### src/rtl/id_issue_ctrl_if.sv
// IF -> ID -> EX handshake bundle for the ID issue controller.
// The slave side is the controller; the master side is whoever drives IF/EX.
interface id_issue_ctrl_if #(
   parameter int DATA_WIDTH = 32,
   parameter int REG_ADDR_W = 5,
   parameter int CNT_W      = 16
);
   logic                  if_valid;
   logic [DATA_WIDTH-1:0] if_instr;
   logic [DATA_WIDTH-1:0] if_pc;
   logic                  id_ready;
   logic                  ex_ready;
   logic                  ex_mem_read;
   logic [REG_ADDR_W-1:0] ex_rd;
   logic                  flush;
   logic                  id_valid;
   logic [DATA_WIDTH-1:0] id_instr;
   logic [DATA_WIDTH-1:0] id_pc;
   logic [2:0]            imm_type;
   logic [REG_ADDR_W-1:0] rs1;
   logic [REG_ADDR_W-1:0] rs2;
   logic [REG_ADDR_W-1:0] rd;
   logic                  illegal;
   logic [CNT_W-1:0]      stall_cnt;

   modport slave (
      input  if_valid, if_instr, if_pc, ex_ready, ex_mem_read, ex_rd, flush,
      output id_ready, id_valid, id_instr, id_pc, imm_type, rs1, rs2, rd, illegal, stall_cnt
   );

   modport master (
      output if_valid, if_instr, if_pc, ex_ready, ex_mem_read, ex_rd, flush,
      input  id_ready, id_valid, id_instr, id_pc, imm_type, rs1, rs2, rd, illegal, stall_cnt
   );
endinterface

### src/rtl/id_issue_ctrl.sv
// ID-stage issue controller: one-entry IF/ID holding register with opcode decode,
// load-use hazard bubble, EX flush and a saturating stall counter.
module id_issue_ctrl #(
   parameter int DATA_WIDTH = 32,
   parameter int REG_ADDR_W = 5,
   parameter int CNT_W      = 16
) (
   input  logic           clk_i,
   input  logic           rst_ni,
   id_issue_ctrl_if.slave bus
);
   typedef enum logic {EMPTY = 1'b0, FULL = 1'b1} state_e;

   localparam logic [2:0] IMM_I = 3'b000;
   localparam logic [2:0] IMM_S = 3'b001;
   localparam logic [2:0] IMM_B = 3'b010;
   localparam logic [2:0] IMM_U = 3'b011;
   localparam logic [2:0] IMM_J = 3'b100;

   state_e                state_q, state_d;
   logic [DATA_WIDTH-1:0] instr_q, instr_d;
   logic [DATA_WIDTH-1:0] pc_q, pc_d;
   logic [CNT_W-1:0]      cnt_q, cnt_d;

   logic                  full, hazard, id_valid, issue, id_ready, accept;
   logic                  uses_rs1, uses_rs2, bad_op;
   logic [2:0]            imm_type;
   logic [REG_ADDR_W-1:0] rs1, rs2, rd;

   assign full = (state_q == FULL);
   assign rs1  = instr_q[15 +: REG_ADDR_W];
   assign rs2  = instr_q[20 +: REG_ADDR_W];
   assign rd   = instr_q[7  +: REG_ADDR_W];

   // R-type shares the I select: ImmGe output is simply ignored downstream.
   always_comb begin
      imm_type = IMM_I;
      uses_rs1 = 1'b1;
      uses_rs2 = 1'b0;
      bad_op   = 1'b0;
      case (instr_q[6:0])
         7'b0000011, 7'b0010011, 7'b1100111: imm_type = IMM_I;
         7'b0100011: begin imm_type = IMM_S; uses_rs2 = 1'b1; end
         7'b1100011: begin imm_type = IMM_B; uses_rs2 = 1'b1; end
         7'b0110111, 7'b0010111: begin imm_type = IMM_U; uses_rs1 = 1'b0; end
         7'b1101111: begin imm_type = IMM_J; uses_rs1 = 1'b0; end
         7'b0110011: uses_rs2 = 1'b1;
         default:    bad_op   = 1'b1;
      endcase
   end

   assign hazard   = full && bus.ex_mem_read && (bus.ex_rd != '0) &&
                     ((uses_rs1 && (rs1 == bus.ex_rd)) || (uses_rs2 && (rs2 == bus.ex_rd)));
   assign id_valid = full && !hazard && !bus.flush;
   assign issue    = id_valid && bus.ex_ready;
   assign id_ready = !full || issue;
   assign accept   = bus.if_valid && id_ready && !bus.flush;

   // Flush outranks everything; accept covers the issue+refill back-to-back case.
   always_comb begin
      state_d = state_q;
      instr_d = instr_q;
      pc_d    = pc_q;
      cnt_d   = cnt_q;
      if (bus.flush) begin
         state_d = EMPTY;
      end else if (accept) begin
         state_d = FULL;
         instr_d = bus.if_instr;
         pc_d    = bus.if_pc;
      end else if (issue) begin
         state_d = EMPTY;
      end
      if (full && !issue && !bus.flush && (cnt_q != '1))
         cnt_d = cnt_q + 1'b1;
   end

   always_ff @(posedge clk_i) begin
      if (!rst_ni) begin
         state_q <= EMPTY;
         instr_q <= '0;
         pc_q    <= '0;
         cnt_q   <= '0;
      end else begin
         state_q <= state_d;
         instr_q <= instr_d;
         pc_q    <= pc_d;
         cnt_q   <= cnt_d;
      end
   end

   assign bus.id_ready  = id_ready;
   assign bus.id_valid  = id_valid;
   assign bus.id_instr  = instr_q;
   assign bus.id_pc     = pc_q;
   assign bus.imm_type  = imm_type;
   assign bus.rs1       = rs1;
   assign bus.rs2       = rs2;
   assign bus.rd        = rd;
   assign bus.illegal   = id_valid && bad_op;
   assign bus.stall_cnt = cnt_q;
endmodule

### src/flat_wrapper.sv
// flat-port wrapper written by rule: the top's interface ports become plain ports
module id_issue_ctrl_flat 
#(
   parameter int DATA_WIDTH = 32,
   parameter int REG_ADDR_W = 5,
   parameter int CNT_W      = 16
)
  (clk_i, rst_ni, bus_if_valid, bus_if_instr, bus_if_pc, bus_ex_ready, bus_ex_mem_read, bus_ex_rd, bus_flush, bus_id_ready, bus_id_valid, bus_id_instr, bus_id_pc, bus_imm_type, bus_rs1, bus_rs2, bus_rd, bus_illegal, bus_stall_cnt);
  id_issue_ctrl_if #(.DATA_WIDTH(DATA_WIDTH), .REG_ADDR_W(REG_ADDR_W), .CNT_W(CNT_W)) bus_i ();
  input  logic clk_i;
  input  logic rst_ni;
  input wire logic [$bits(bus_i.if_valid)-1:0] bus_if_valid;
  input wire logic [$bits(bus_i.if_instr)-1:0] bus_if_instr;
  input wire logic [$bits(bus_i.if_pc)-1:0] bus_if_pc;
  input wire logic [$bits(bus_i.ex_ready)-1:0] bus_ex_ready;
  input wire logic [$bits(bus_i.ex_mem_read)-1:0] bus_ex_mem_read;
  input wire logic [$bits(bus_i.ex_rd)-1:0] bus_ex_rd;
  input wire logic [$bits(bus_i.flush)-1:0] bus_flush;
  output wire logic [$bits(bus_i.id_ready)-1:0] bus_id_ready;
  output wire logic [$bits(bus_i.id_valid)-1:0] bus_id_valid;
  output wire logic [$bits(bus_i.id_instr)-1:0] bus_id_instr;
  output wire logic [$bits(bus_i.id_pc)-1:0] bus_id_pc;
  output wire logic [$bits(bus_i.imm_type)-1:0] bus_imm_type;
  output wire logic [$bits(bus_i.rs1)-1:0] bus_rs1;
  output wire logic [$bits(bus_i.rs2)-1:0] bus_rs2;
  output wire logic [$bits(bus_i.rd)-1:0] bus_rd;
  output wire logic [$bits(bus_i.illegal)-1:0] bus_illegal;
  output wire logic [$bits(bus_i.stall_cnt)-1:0] bus_stall_cnt;
  assign bus_i.if_valid = bus_if_valid;
  assign bus_i.if_instr = bus_if_instr;
  assign bus_i.if_pc = bus_if_pc;
  assign bus_i.ex_ready = bus_ex_ready;
  assign bus_i.ex_mem_read = bus_ex_mem_read;
  assign bus_i.ex_rd = bus_ex_rd;
  assign bus_i.flush = bus_flush;
  assign bus_id_ready = bus_i.id_ready;
  assign bus_id_valid = bus_i.id_valid;
  assign bus_id_instr = bus_i.id_instr;
  assign bus_id_pc = bus_i.id_pc;
  assign bus_imm_type = bus_i.imm_type;
  assign bus_rs1 = bus_i.rs1;
  assign bus_rs2 = bus_i.rs2;
  assign bus_rd = bus_i.rd;
  assign bus_illegal = bus_i.illegal;
  assign bus_stall_cnt = bus_i.stall_cnt;
  id_issue_ctrl #(.DATA_WIDTH(DATA_WIDTH), .REG_ADDR_W(REG_ADDR_W), .CNT_W(CNT_W)) u_core (.clk_i(clk_i), .rst_ni(rst_ni), .bus(bus_i));
endmodule
### config.mk
export PLATFORM = sky130hd
export DESIGN_NAME = id_issue_ctrl_flat
export DESIGN_NICKNAME = d
export VERILOG_FILES = /design/src/rtl/id_issue_ctrl_if.sv /design/src/rtl/id_issue_ctrl.sv /design/src/flat_wrapper.sv
export SDC_FILE = /design/constraint.sdc
export NUM_CORES = 1
export LEC_CHECK = 0
export ABC_AREA = 0
export CORE_MARGIN = 3
export CORE_UTILIZATION = 35
export DETAILED_ROUTE_END_ITERATION = 10
export GPL_ROUTABILITY_DRIVEN = 0
export GPL_TIMING_DRIVEN = 0
export PLACE_DENSITY_LB_ADDON = 0.25
export SYNTH_ARGS = -nofsm -noshare
export SYNTH_HDL_FRONTEND = slang
export SYNTH_SLANG_ARGS = --single-unit
### constraint.sdc
create_clock -name clk_i -period 8 [get_ports clk_i]
set_input_delay 2.4 -clock clk_i [delete_from_list [all_inputs] [get_ports clk_i]]
set_output_delay 2.4 -clock clk_i [all_outputs]
set_load 0.01 [all_outputs]
==> run metrics <==
Die X=108.0 um; Max Clock Freq=0.1434 GHz; worst-path maximum fanout=4; post-synthesis adder-cell area fraction=0.3433%; area of the die=11,670 sq um; status=finished clean; Hold Path Depth=2; Rows=36; post-synthesis xor/xnor area fraction=3.605%; final core occ=57.84%; met2 usage=29.00%; dpl ws=0.9969 ns; GR peak layer=met2; Slew @ Worst Pin=0.6377 ns; Wirelength per Cell=14.45 um; worst min path class=reg -> reg; reg2reg end=u_core.bus.id_pc[16]; Period Utilization, post-route=87.14%; H-tree levels=3; layout cell share with drive strength beyond 1=9.139%; pin count of the biggest net entering global routing=15; CTS tree=built; hold slack=0.4977 ns; dpl hpwl=7825 um; Max Slew Vio Count=0; largest area contributor in the netlist=dfxtp_1; synthesis-to-finish area growth=57.98%; Post-CTS Resized=0; sequential share of the synthesized area=44.49%; internal reg-to-reg setup slack=5.50 ns; DRC=0; Skew-Pair Late Insertion Delay=0.35 ns; syn_area_per_cell=9.642 sq um; vias in the first global route=3,340; Starting Density=36.61%; largest family of logic cells by synthesized area=simple AND/OR/NAND/NOR gates; gr usage total=17.39%; worst-path cell chain=clkdlybuf4s50_1 > or4_1 > o21a_1 > o21ai_0 > nand2_1 > a31oi_1 > clkdlybuf4s50_1; startpoint types=primary input; Worst Reg-to-Reg Cells=10; port buffer count=175; clk sinks=81; Yosys top cell area share=44.49%; Pre-antenna DRT Iters=4; maximum VDD drop=102.2 uV; Syn Nets=454; Yosys Warn Count=0; Required @ worst endpoint=5.60 ns; Hold EP=u_core.bus.stall_cnt[11]; Synth Area in Compound Gates=4.703%; vias=3,311; total of fill cells in the finished design=899; final setup vio count=0; cts hold-fix bufs=0; total gr overflow=0; Post-Synth Simple-Gate Area=20.49%; Max clock buf depth=2; setup TNS=0 ns; max-cap violations=0; Critical Path Sink Type=primary output; Sequential Area=1622 sq um; crit path time final=6.972 ns; multi-input logic area=1753 sq um; Core Area=9955 sq um; Cells after Synth=378; slowest stage cell, crit path=clkdlybuf4s50_1; synth top area cells=dfxtp_1 44%, mux2i_1 19%, nor2_1 8.1%, buf_4 3.5%, xnor2_1 2.6%; Leak Pwr=2.457 nW; met3 usage=7.045%; WS Path Type=in -> out; mux cell area share after synthesis=18.95%; detail-routed via count per cell=4.717; cell mode on critical path=clkdlybuf4s50_1; synthesis-stage register bit count=81; hold path startpoint=u_core.bus.stall_cnt[11]; Ant. Diodes=0; Pwr Density=155.2 nW/um^2; Worst-path clk slew=0.09 ns; RR Startpoint=u_core.bus.id_instr[4]; Max transition margin=57.49%; Die Y=108.0 um; clock skew=0.01239 ns; Nets=640; slack of the critical path=1.028 ns; Boundary Pins=176; first-pass GRT wire length=16,100 um; remaining antenna violation count after routing=0; Post-Route WL=10,140 um; initial DRC count=96; initial antenna violation count=0; synthesized area=3645 sq um; total power=0.8938 mW; Num CTS Buffers=9; crit-path max cell delay=0.58 ns; GRT met1 Usage=20.68%; root buffer cell=clkbuf_8; count of cell types in the netlist=43; Final Hold Viols=0; Setup Buffers After CTS=0; RSZ-0062 raised after global routing=no; Data arrival, critical path=4.57 ns
-- state kept, by name, indices dropped and copies added, names as in the netlist --
register	count
u_core.bus.id_instr	32
u_core.bus.id_pc	32
u_core.bus.stall_cnt	16
u_core.full	1
-- kinds of logic (layout without fill, tap and decap cells) --
family,Yosys count,in the layout
buf+inv,39,230
xor+xnor,15,15
mux,69,69
fa+ha+maj,1,1
compound gates,22,22
simple gates,151,151
flops,81,81
-- worst max path at each step --
| stage | startpoint | to |
|---|---|---|
| after global routing | bus_ex_rd[0] | bus_illegal |
| final | bus_ex_rd[0] | bus_illegal |
| after CTS | bus_ex_rd[0] | bus_illegal |
| after global placement | bus_ex_rd[0] | bus_illegal |
| after detailed placement | bus_ex_rd[0] | bus_illegal |
| after floorplan | bus_ex_rd[0] | bus_illegal |
-- layout by cell type, fill, tap and decap left out, types with 4 or more instances in the layout --
cell type | Yosys | routed
clkbuf_8 | 0 | 9
nor3_1 | 9 | 9
nor2_1 | 79 | 79
nand2_1 | 16 | 16
mux2i_1 | 69 | 69
buf_6 | 8 | 8
nor2b_1 | 4 | 4
and3_1 | 5 | 5
xnor2_1 | 11 | 11
clkbuf_1 | 10 | 11
buf_4 | 17 | 17
clkdlybuf4s50_1 | 0 | 175
inv_1 | 4 | 4
nand2b_1 | 8 | 8
nand3_1 | 8 | 8
xor2_1 | 4 | 4
dfxtp_1 | 81 | 81
nand4_1 | 4 | 4
a21oi_1 | 7 | 7
o21ai_0 | 4 | 4
-- routing by layer --
| layer | part of all wire (%) | wire length, um |
|---|---|---|
| met1 | 43 | 4330 |
| met4 | 1.2 | 123 |
| met2 | 47 | 4723 |
| met5 | 0 | 0 |
| met3 | 9.5 | 965 |
-- worst max-delay path: cells and delay by family --
| kind | cells | cell delay [ns] |
|---|---|---|
| buffers and inverters | 2 | 1.05 |
| AND/OR/NAND/NOR | 2 | 0.65 |
| AO/OA/AOI/OAI | 3 | 0.45 |
-- stage by stage --
step | cell area, sq um | instances
finish | 5758 | 702
floorplan | 3645 | 378
CTS | 5758 | 702
global route | 5758 | 702
detailed placement | 5563 | 686
global placement | 5563 | 686
-- synthesized netlist by cell type (all sizes together) --
master,instances
nand3b,1
inv,4
nor2b,4
nand4,4
or4,2
nand2,16
ha,1
nand3,8
nor3,10
and3,5
o21ai,4
nand4b,1
or2,2
nor2,79
mux2i,69
o21a,2
and4,2
or3b,2
dfxtp,81
buf,25
a2111oi,1
clkbuf,10
nor4,4
a31o,2
xnor2,11
o32ai,2
xor2,4
o31a,1
o31ai,1
a31oi,1
nand2b,9
or3,2
a21oi,8
-- area by class of cell --
class                           instances  area share [%]
Buffer                                 35           4.433
Multi-Input combinational cell        258           30.44
Inverter                                4          0.2608
Clock buffer                           10           2.216
Sequential cell                        81           28.16
Clock inverter                          6           1.173
Timing Repair Buffer                  175           30.42
Tap cell                              133           2.890
-- power breakdown --
group / switching [mW] / internal (mW) / leakage (nW) / total, mW
Combinational: 0.0626 / 0.0992 / 1.70 / 0.162
Sequential: 0.0125 / 0.419 / 0.661 / 0.432
Clock: 0.155 / 0.145 / 0.0929 / 0.300
Total: 0.230 / 0.664 / 2.46 / 0.894
Power figures use the tool's default switching activity.
